## config.mk

```make
export PLATFORM = sky130hd
export DESIGN_NAME = reg_file_paged
export DESIGN_NICKNAME = d
export VERILOG_FILES = /design/src/rtl/reg_file_paged.sv
export SDC_FILE = /design/constraint.sdc
export NUM_CORES = 1
export LEC_CHECK = 0
export CORE_ASPECT_RATIO = 0.9
export CORE_UTILIZATION = 25
export DETAILED_ROUTE_END_ITERATION = 7
export HOLD_SLACK_MARGIN = 0.1
export RECOVER_POWER = 50
export SLEW_MARGIN = 20
export SYNTH_ARGS = -nofsm -noshare
export SYNTH_HDL_FRONTEND = slang
export SYNTH_SLANG_ARGS = --single-unit
```

## constraint.sdc

```tcl
create_clock -name clk -period 5.1 [get_ports clk]
set_input_delay 0.765 -clock clk [delete_from_list [all_inputs] [get_ports clk]]
set_output_delay 0.765 -clock clk [all_outputs]
set_load 0.02 [all_outputs]
```

## src/rtl/reg_file_paged.sv

```systemverilog
// reg_file_paged: paged-PC register file with a stalling load handshake,
// literal shift-in and clamped funnel shifts.
module reg_file_paged #(
   parameter int DATA_W     = 8,
   parameter int NUM_REGS   = 16,
   parameter int PAGE_W     = 2,
   parameter int LD_TIMEOUT = 15,
   parameter int A_IDX      = 8,
   parameter int B_IDX      = 9
) (
   input  logic                        clk,
   input  logic                        rst_n,
   input  logic                        en,
   input  logic [3:0]                  op,
   input  logic [$clog2(NUM_REGS)-1:0] src,
   input  logic [$clog2(NUM_REGS)-1:0] dst,
   input  logic [3:0]                  imm,
   input  logic [DATA_W-1:0]           ld_data,
   input  logic                        ld_valid,
   output logic                        ld_req,
   output logic                        stall,
   output logic [DATA_W-1:0]           st_data,
   output logic                        st_valid,
   output logic                        ld_err,
   output logic [PAGE_W+DATA_W-1:0]    pc,
   output logic [DATA_W-1:0]           a_o,
   output logic [DATA_W-1:0]           b_o
);
   localparam int AW = $clog2(NUM_REGS);
   localparam int TW = $clog2(LD_TIMEOUT + 1);
   localparam logic [AW-1:0] PC  = AW'(NUM_REGS - 1);
   localparam logic [AW-1:0] TGT = AW'(NUM_REGS - 2);
   localparam logic [AW-1:0] LIT = AW'(NUM_REGS - 3);

   typedef enum logic {IDLE, WAIT_LD} state_t;
   state_t state, state_nx;

   logic [DATA_W-1:0]   regs [NUM_REGS];
   logic [PAGE_W-1:0]   page, page_nx;
   logic [TW-1:0]       timer;
   logic [AW-1:0]       ld_dst, widx;
   logic [DATA_W-1:0]   rs, rp, pc_inc, pc_nx, wval, msk;
   logic [2*DATA_W-1:0] shl, shr;
   logic [31:0]         k;
   logic                we, tmo, store;

   assign rs     = regs[src];
   assign rp     = regs[src ^ AW'(1)];
   assign pc_inc = regs[PC] + DATA_W'(1);
   assign k      = 32'(imm) > 32'(DATA_W) ? 32'(DATA_W) : 32'(imm);
   assign shl    = {rs, rp} << k;
   assign shr    = {rp, rs} >> k;
   assign msk    = 32'(imm) < 32'(DATA_W) ? DATA_W'(1) << imm : '0;
   assign tmo    = state == WAIT_LD && !ld_valid && timer == TW'(LD_TIMEOUT - 1);
   assign store  = state == IDLE && en && op == 4'd4;
   assign pc     = {page, regs[PC]};
   assign a_o    = regs[A_IDX];
   assign b_o    = regs[B_IDX];

   always_ff @(posedge clk or negedge rst_n)
      if (!rst_n) state <= IDLE;
      else        state <= state_nx;

   // Writes aimed at PC are dropped at commit; only pc_nx ever changes it.
   always_comb begin
      state_nx = state;
      we       = 1'b0;
      widx     = src;
      wval     = rs;
      pc_nx    = regs[PC];
      page_nx  = page;
      if (state == WAIT_LD) begin
         if (ld_valid || tmo) begin
            state_nx = IDLE;
            we       = 1'b1;
            widx     = ld_dst;
            wval     = ld_valid ? ld_data : '0;
            pc_nx    = pc_inc;
         end
      end else if (en) begin
         pc_nx = pc_inc;
         case (op)
            4'd1:  begin we = 1'b1; widx = LIT; wval = (regs[LIT] << 4) | DATA_W'(imm); end
            4'd2:  begin
               we    = 1'b1;
               widx  = dst;
               wval  = src == dst ? '0 : rs;
               pc_nx = dst == PC ? wval : pc_inc;
            end
            4'd3:  begin state_nx = WAIT_LD; pc_nx = regs[PC]; end
            4'd5:  begin we = 1'b1; wval = rs + DATA_W'(1); end
            4'd6:  begin we = 1'b1; wval = rs - DATA_W'(1); end
            4'd7:  pc_nx = rs == '0 ? regs[TGT] : pc_inc;
            4'd8:  pc_nx = rs != '0 ? regs[TGT] : pc_inc;
            4'd9:  begin we = 1'b1; wval = rs | msk; end
            4'd10: begin we = 1'b1; wval = rs ^ msk; end
            4'd11: begin we = 1'b1; wval = shl[2*DATA_W-1:DATA_W]; end
            4'd12: begin we = 1'b1; wval = shr[DATA_W-1:0]; end
            4'd13: begin page_nx = imm[PAGE_W-1:0]; pc_nx = regs[TGT]; end
            default: ;
         endcase
      end
   end

   always_ff @(posedge clk or negedge rst_n)
      if (!rst_n) begin
         for (int i = 0; i < NUM_REGS; i++) regs[i] <= '0;
         page     <= '0;
         timer    <= '0;
         ld_dst   <= '0;
         ld_req   <= 1'b0;
         stall    <= 1'b0;
         st_data  <= '0;
         st_valid <= 1'b0;
         ld_err   <= 1'b0;
      end else begin
         page     <= page_nx;
         regs[PC] <= pc_nx;
         if (we && widx != PC) regs[widx] <= wval;
         timer    <= state == WAIT_LD ? timer + TW'(1) : '0;
         if (state == IDLE && state_nx == WAIT_LD) ld_dst <= dst;
         ld_req   <= state_nx == WAIT_LD;
         stall    <= state_nx == WAIT_LD;
         st_valid <= store;
         if (store) st_data <= rs;
         ld_err   <= ld_err | tmo;
      end
endmodule

```

==> impl_metrics.env, run 1 <==
export IMPL_power_switching_mw=2.13
export IMPL_fmaxAchievable_mhz=215
export IMPL_fin_area_um2=12900
export IMPL_drc=0
export IMPL_clk_pin_slew_ns=0.07
export IMPL_cts_tree="yes"
export IMPL_violations="capacitance limit, slew limit"
export IMPL_drt_iter0_drc=1080
export IMPL_rsz0062_at_grt="no"
export IMPL_worst_slack_ns=0.455
export IMPL_cts_max_level=4
export IMPL_num_rows=72
export IMPL_async_flop_share_pct=100
export IMPL_synth_edf_count=0
export IMPL_p_leak_nw=5.35
export IMPL_synthFlopType="dfrtp_1"
export IMPL_setup_tns_ns=0
export IMPL_postRouteAntennaNets=0
export IMPL_synthTopCellsByArea="dfrtp_1 (34%), mux4_2 (14%), mux2_2 (14%)"
export IMPL_ioPinCount=66
export IMPL_p_seq_share_pct=34.5
export IMPL_track_usage_pct=17.1
export IMPL_endpoint_kind="flip-flop"
export IMPL_drv_slew=47
export IMPL_grt_ovfl_total=0
export IMPL_insertion_delay_ns=0.43
export IMPL_fin_crit_sh_pct=91.1
export IMPL_p_per_area_nw_per_um2=433
export IMPL_fin_nets=1110
export IMPL_final_common_cell="dfrtp_1"
export IMPL_place_ws_ns=0.0742
export IMPL_ys_types=74
export IMPL_crit_fanout=15
export IMPL_post_route_min_period_ns=4.64
export IMPL_cts_setup_buffers=0
export IMPL_synth_area_um2=11000
export IMPL_ir_drop_uv=180
export IMPL_final_cell_mix="dfrtp_1 (149), mux2_2 (135), nand2_1 (76), mux4_2 (70), buf_4 (70)"
export IMPL_drv_cap=2
export IMPL_start_kind="input port"
export IMPL_vias=9058
export IMPL_die_x_um=223
export IMPL_die_h_um=201
export IMPL_required_ns=5.41
export IMPL_dieArea_um2=44600
export IMPL_maxSlewHeadroom_pct=-93.3
export IMPL_synth_nets=1048
export IMPL_post_cts_resized=0
export IMPL_grt_pass1_wl_um=58100
export IMPL_cts_sinks=149
export IMPL_synth_top_area_cell="dfrtp_1"
export IMPL_syn_inst=1002
export IMPL_setup_viol=0
export IMPL_internal_power_mw=3.46
export IMPL_drive_gt1_share_pct=30.9
export IMPL_cts_made_buffers=17
export IMPL_ys_warn_count=0
export IMPL_pwr_share_comb_pct=41.7
export IMPL_diodes=0
export IMPL_syn_avg_cell_area_um2=10.9
export IMPL_antenna_found_initial=0
export IMPL_cts_hold_fix_buffers=0
export IMPL_layout_cells_non_filler=1631
export IMPL_core_area_um2=43100
export IMPL_place_inst=1600
export IMPL_cts_path_max_buffers=2
export IMPL_finalClockSkew_ns=0.0138
export IMPL_status="complete, but fails checks"
export IMPL_via_per_inst=5.55
export IMPL_critPathKind="in2reg"
export IMPL_totalPowerFinal_mw=5.59
export IMPL_start_util_pct=25.4
export IMPL_ys_ff_latch=149
export IMPL_cp_arrival_ns=4.95
export IMPL_hold_viol=0
export IMPL_wl_per_cell_um=23.2
export IMPL_ys_seq_area_share_pct=34.0
export IMPL_place_hpwl_um=28400
export IMPL_postRouteWirelength_um=37800
export IMPL_ctsRootBufferMaster="clkbuf_16"
export IMPL_drt_pass1_iter_count=6
export IMPL_netlist_area_leader_share_pct=34.0
export IMPL_tightest_slew_ns=2.90
export IMPL_io_buffers=65
export IMPL_syn_to_final_growth_pct=17.9
export IMPL_routabilityCongestion=0.986
export IMPL_grt_start_max_net_pins=55
export IMPL_pwr_share_clk_pct=23.8
export IMPL_place_area_um2=12300
export IMPL_grt_pass1_vias=9119
export IMPL_hold_class="reg2reg"
export IMPL_swShare_pct=38.1
==> cells in the mapped netlist (3+ instances only) <==
| library cell | number |
|---|---|
| nor2_1 | 58 |
| mux2i_1 | 40 |
| xnor2_1 | 8 |
| mux4_2 | 70 |
| and3_1 | 9 |
| a21o_1 | 3 |
| o21a_1 | 8 |
| dfrtp_1 | 149 |
| inv_1 | 23 |
| a22o_1 | 4 |
| nand3b_1 | 3 |
| a221o_1 | 12 |
| a22oi_1 | 6 |
| o221ai_1 | 6 |
| and2_1 | 8 |
| o31ai_1 | 3 |
| o21ai_0 | 38 |
| nand2_1 | 76 |
| a221oi_1 | 16 |
| or2_2 | 3 |
| a31oi_1 | 9 |
| a32oi_1 | 7 |
| nand3_1 | 23 |
| xor2_1 | 12 |
| buf_4 | 31 |
| o211ai_1 | 10 |
| buf_2 | 16 |
| nor3_1 | 17 |
| mux2_2 | 135 |
| clkbuf_1 | 32 |
| o21bai_1 | 3 |
| a211oi_1 | 9 |
| nand4_1 | 5 |
| nor4_2 | 3 |
| o22ai_1 | 11 |
| nand2b_1 | 15 |
| ha_1 | 17 |
| buf_1 | 9 |
| buf_6 | 7 |
| nor2b_1 | 12 |
| a211o_1 | 5 |
| a21oi_1 | 28 |
==> through the flow <==
step	utilization, %	hold WS (ns)
floorplan	-	0.445
global placement	28.6	0.462
detailed placement	28.6	0.467
CTS	30.0	0.281
global route	30.0	0.493
finish	30.0	0.476
==> power groups by stage <==
| stage | clock network, mW | logic, mW | registers, mW |
|---|---|---|---|
| finish | 1.33 | 2.33 | 1.93 |
| detailed placement | 0 | 2.31 | 1.94 |
| global placement | 0 | 2.28 | 1.92 |
| floorplan | 0 | 1.60 | 1.79 |
| CTS | 1.35 | 2.32 | 1.92 |
| global route | 1.40 | 2.48 | 1.97 |
==> layer usage <==
metal	vias up	global-route usage [%]	share of wire, %
met5	-	0	0
met4	0	6.82	3.1
li1	3929	-	-
met2	446	27.0	47
met1	4611	23.2	43
met3	72	2.71	7.4
==> registers in the layout, indices dropped and copies added, names as in the netlist, 2 cells and up <==
| name | cells |
|---|---|
| page | 2 |
| ld_dst | 4 |
| a_o | 8 |
| st_data | 8 |
| regs | 104 |
| pc | 8 |
| timer | 4 |
| b_o | 8 |
==> cell families after synthesis <==
logic type	Yosys count	share of synthesized area, %
multiplexers	246	32.1
flip-flops	149	34.0
AO/OA/AOI/OAI	202	13.4
buffers and inverters	122	5.92
AND/OR/NAND/NOR	245	10.9
adder cells (fa/ha/maj)	18	2.12
XOR/XNOR	20	1.60
==> worst paths after layout <==
kind,start,to,slack (ns),cells after the start
max,src[1],regs[75]$_DFFE_PN0P_,0.46,14
min,st_data[3]$_DFFE_PN0P_,st_data[3]$_DFFE_PN0P_,0.48,2
max reg2reg,pc[0]$_DFF_PN0_,regs[46]$_DFFE_PN0P_,0.70,15
min reg2reg,st_data[3]$_DFFE_PN0P_,st_data[3]$_DFFE_PN0P_,0.48,2
max in group asynchronous,rst_n,regs[44]$_DFFE_PN0P_,1.15,2
min in group asynchronous,rst_n,regs[117]$_DFFE_PN0P_,1.25,1
==> worst max-delay path: stages <==
cell      delay (ns)
buf_4           0.24
buf_4           0.19
mux4_2          0.52
mux4_2          0.55
buf_4           0.22
ha_1            0.32
o21ai_0         0.10
nand3b_1        0.10
o21ai_0         0.11
a211o_1         0.30
a221o_1         0.31
nor4_2          0.46
nor2_1          0.38
mux2_2          0.37
==> cell type report <==
| type | count | area [um^2] |
|---|---|---|
| tap | 555 | 694 |
| inverter | 26 | 97.6 |
| sequential | 149 | 3730 |
| clock inverter | 12 | 168 |
| timing repair buffer | 139 | 1200 |
| fill | 4423 | 30100 |
| multi-input combinational | 731 | 6600 |
| clock buffer | 19 | 433 |
Note: power is estimated with default switching activity, not from simulation.
==> run 2, diff against run 1 <==
Settings changed: CTS_BUF_LIST from default to sky130_fd_sc_hd__clkbuf_4.
==> impl_metrics.env, run 2 (synthesis results as in run 1) <==
export IMPL_status="complete, but fails checks"
export IMPL_violations="capacitance limit, slew limit"
export IMPL_endpoint_kind="flip-flop"
export IMPL_setup_tns_ns=0
export IMPL_grt_use_met1_pct=23.1
export IMPL_routabilityCongestion=0.986
export IMPL_die_x_um=223
export IMPL_cts_tree="yes"
export IMPL_grt_util_met3_pct=2.84
export IMPL_fin_crit_sh_pct=86.7
export IMPL_wl_per_cell_um=23.1
export IMPL_grt_ovfl_total=0
export IMPL_crit_top_cell="a21oi_1"
export IMPL_cp_arrival_ns=4.92
export IMPL_final_cell_mix="dfrtp_1 (149), mux2_2 (135), nand2_1 (76), mux4_2 (70), buf_4 (68)"
export IMPL_drt_pass1_iter_count=7
export IMPL_min_from="ld_err$_DFF_PN0_"
export IMPL_cts_made_buffers=17
export IMPL_drv_cap=1
export IMPL_start_kind="flip-flop"
export IMPL_die_h_um=201
export IMPL_drc=0
export IMPL_cts_sinks=149
export IMPL_min_to="ld_err$_DFF_PN0_"
export IMPL_cts_hold_fix_buffers=1
export IMPL_fin_area_um2=12600
export IMPL_place_hpwl_um=28400
export IMPL_syn_to_final_growth_pct=15.3
export IMPL_reg2regPathDepth=15
export IMPL_critPathMaxStageDelay_ns=0.60
export IMPL_fmaxAchievable_mhz=226
export IMPL_start_util_pct=25.4
export IMPL_drv_slew=47
export IMPL_antenna_found_initial=1
export IMPL_rsz0062_at_grt="no"
export IMPL_totalPowerFinal_mw=5.10
export IMPL_clk_pin_slew_ns=0.17
export IMPL_cp_depth=15
export IMPL_busiest_layer="met2"
export IMPL_layout_cells_non_filler=1633
export IMPL_grt_start_max_net_pins=55
export IMPL_num_rows=72
export IMPL_drt_iter0_drc=1070
export IMPL_critPathKind="reg2reg"
export IMPL_tightest_slew_ns=2.88
export IMPL_drive_gt1_share_pct=30.8
export IMPL_setup_viol=0
export IMPL_io_buffers=65
export IMPL_required_ns=5.60
export IMPL_postRouteWirelength_um=37800
export IMPL_place_area_um2=12300
export IMPL_ioPinCount=66
export IMPL_reg2reg_slack_ns=0.68
export IMPL_place_inst=1600
export IMPL_place_ws_ns=0.0742
export IMPL_r2r_end="regs[46]$_DFFE_PN0P_"
export IMPL_slowest_stage="mux4_2"
export IMPL_postRouteAntennaNets=0
export IMPL_cts_max_level=4
export IMPL_p_per_area_nw_per_um2=404
export IMPL_fin_nets=1111
export IMPL_vias=9038
export IMPL_cts_setup_buffers=0
export IMPL_timing_rr_start="pc[0]$_DFF_PN0_"
export IMPL_post_route_min_period_ns=4.42
export IMPL_critPathBufInv=2
export IMPL_grt_pass1_wl_um=57900
export IMPL_finalClockSkew_ns=0.0387
export IMPL_final_common_cell="dfrtp_1"
export IMPL_p_leak_nw=5.20
export IMPL_cts_path_max_buffers=2
export IMPL_hold_viol=0
export IMPL_hold_depth=1
export IMPL_holdWs_ns=0.495
export IMPL_path_cells="mux4_2 -> a22oi_4 -> and2_1 -> inv_1 -> fa_1 -> a21o_1 -> a21oi_1 -> o21bai_1 -> a21oi_1 -> xor2_1 -> o221ai_1 -> nor4b_1 -> nor2_1 -> buf_4 -> mux2_2"
export IMPL_ir_drop_uv=144
export IMPL_core_area_um2=43100
export IMPL_worst_slack_ns=0.679
export IMPL_fin_util_pct=29.3
export IMPL_ctsRootBufferMaster="clkbuf_4"
export IMPL_via_per_inst=5.53
export IMPL_post_cts_resized=0
export IMPL_largest_reg_flops=104
export IMPL_track_usage_pct=17.0
export IMPL_dieArea_um2=44600
export IMPL_crit_fanout=15
export IMPL_hold_class="reg2reg"
export IMPL_critical_path_top_delay_family="compound AO/OA/AOI/OAI gates"
export IMPL_maxSlewHeadroom_pct=-92.1
export IMPL_grt_pass1_vias=9054
export IMPL_top_register="regs"
export IMPL_insertion_delay_ns=0.62
export IMPL_gr_usage_met2_pct=27.0
## run 2: how the worst max path moves through the flow
stage / end / from
final: regs[46]$_DFFE_PN0P_ / pc[0]$_DFF_PN0_
after global routing: regs[119]$_DFFE_PN0P_ / rst_n
after CTS: regs[46]$_DFFE_PN0P_ / pc[0]$_DFF_PN0_
after detailed placement: regs[22]$_DFFE_PN0P_ / src[1]
after global placement: regs[11]$_DFFE_PN0P_ / src[1]
after floorplan: regs[78]$_DFFE_PN0P_ / src[0]
## run 2: final cells by class
| type | count | area, um^2 |
|---|---|---|
| Antenna cell | 1 | 2.50 |
| Clock buffer | 19 | 143 |
| Clock inverter | 12 | 168 |
| Fill cell | 4476 | 30400 |
| Inverter | 26 | 97.6 |
| Multi-Input combinational cell | 731 | 6600 |
| Sequential cell | 149 | 3730 |
| Tap cell | 555 | 694 |
| Timing Repair Buffer | 140 | 1200 |
## run 2: power by group
group          internal, mW  switching, mW
sequential             1.56          0.366
clock                 0.357          0.490
combinational          1.13           1.21
## run 2: worst reg2reg max path, stage by stage (launching register included)
cell	delay, ns
dfrtp_1	0.59
mux4_2	0.60
a22oi_4	0.25
and2_1	0.17
inv_1	0.07
fa_1	0.46
a21o_1	0.18
a21oi_1	0.22
o21bai_1	0.09
a21oi_1	0.17
xor2_1	0.16
o221ai_1	0.13
nor4b_1	0.52
nor2_1	0.18
buf_4	0.22
mux2_2	0.28
## run 2: per-layer routing
metal	up-vias	share of wire [%]
li1	3945	-
met1	4625	44
met2	395	47
met3	73	6.0
met4	0	2.9
met5	-	0
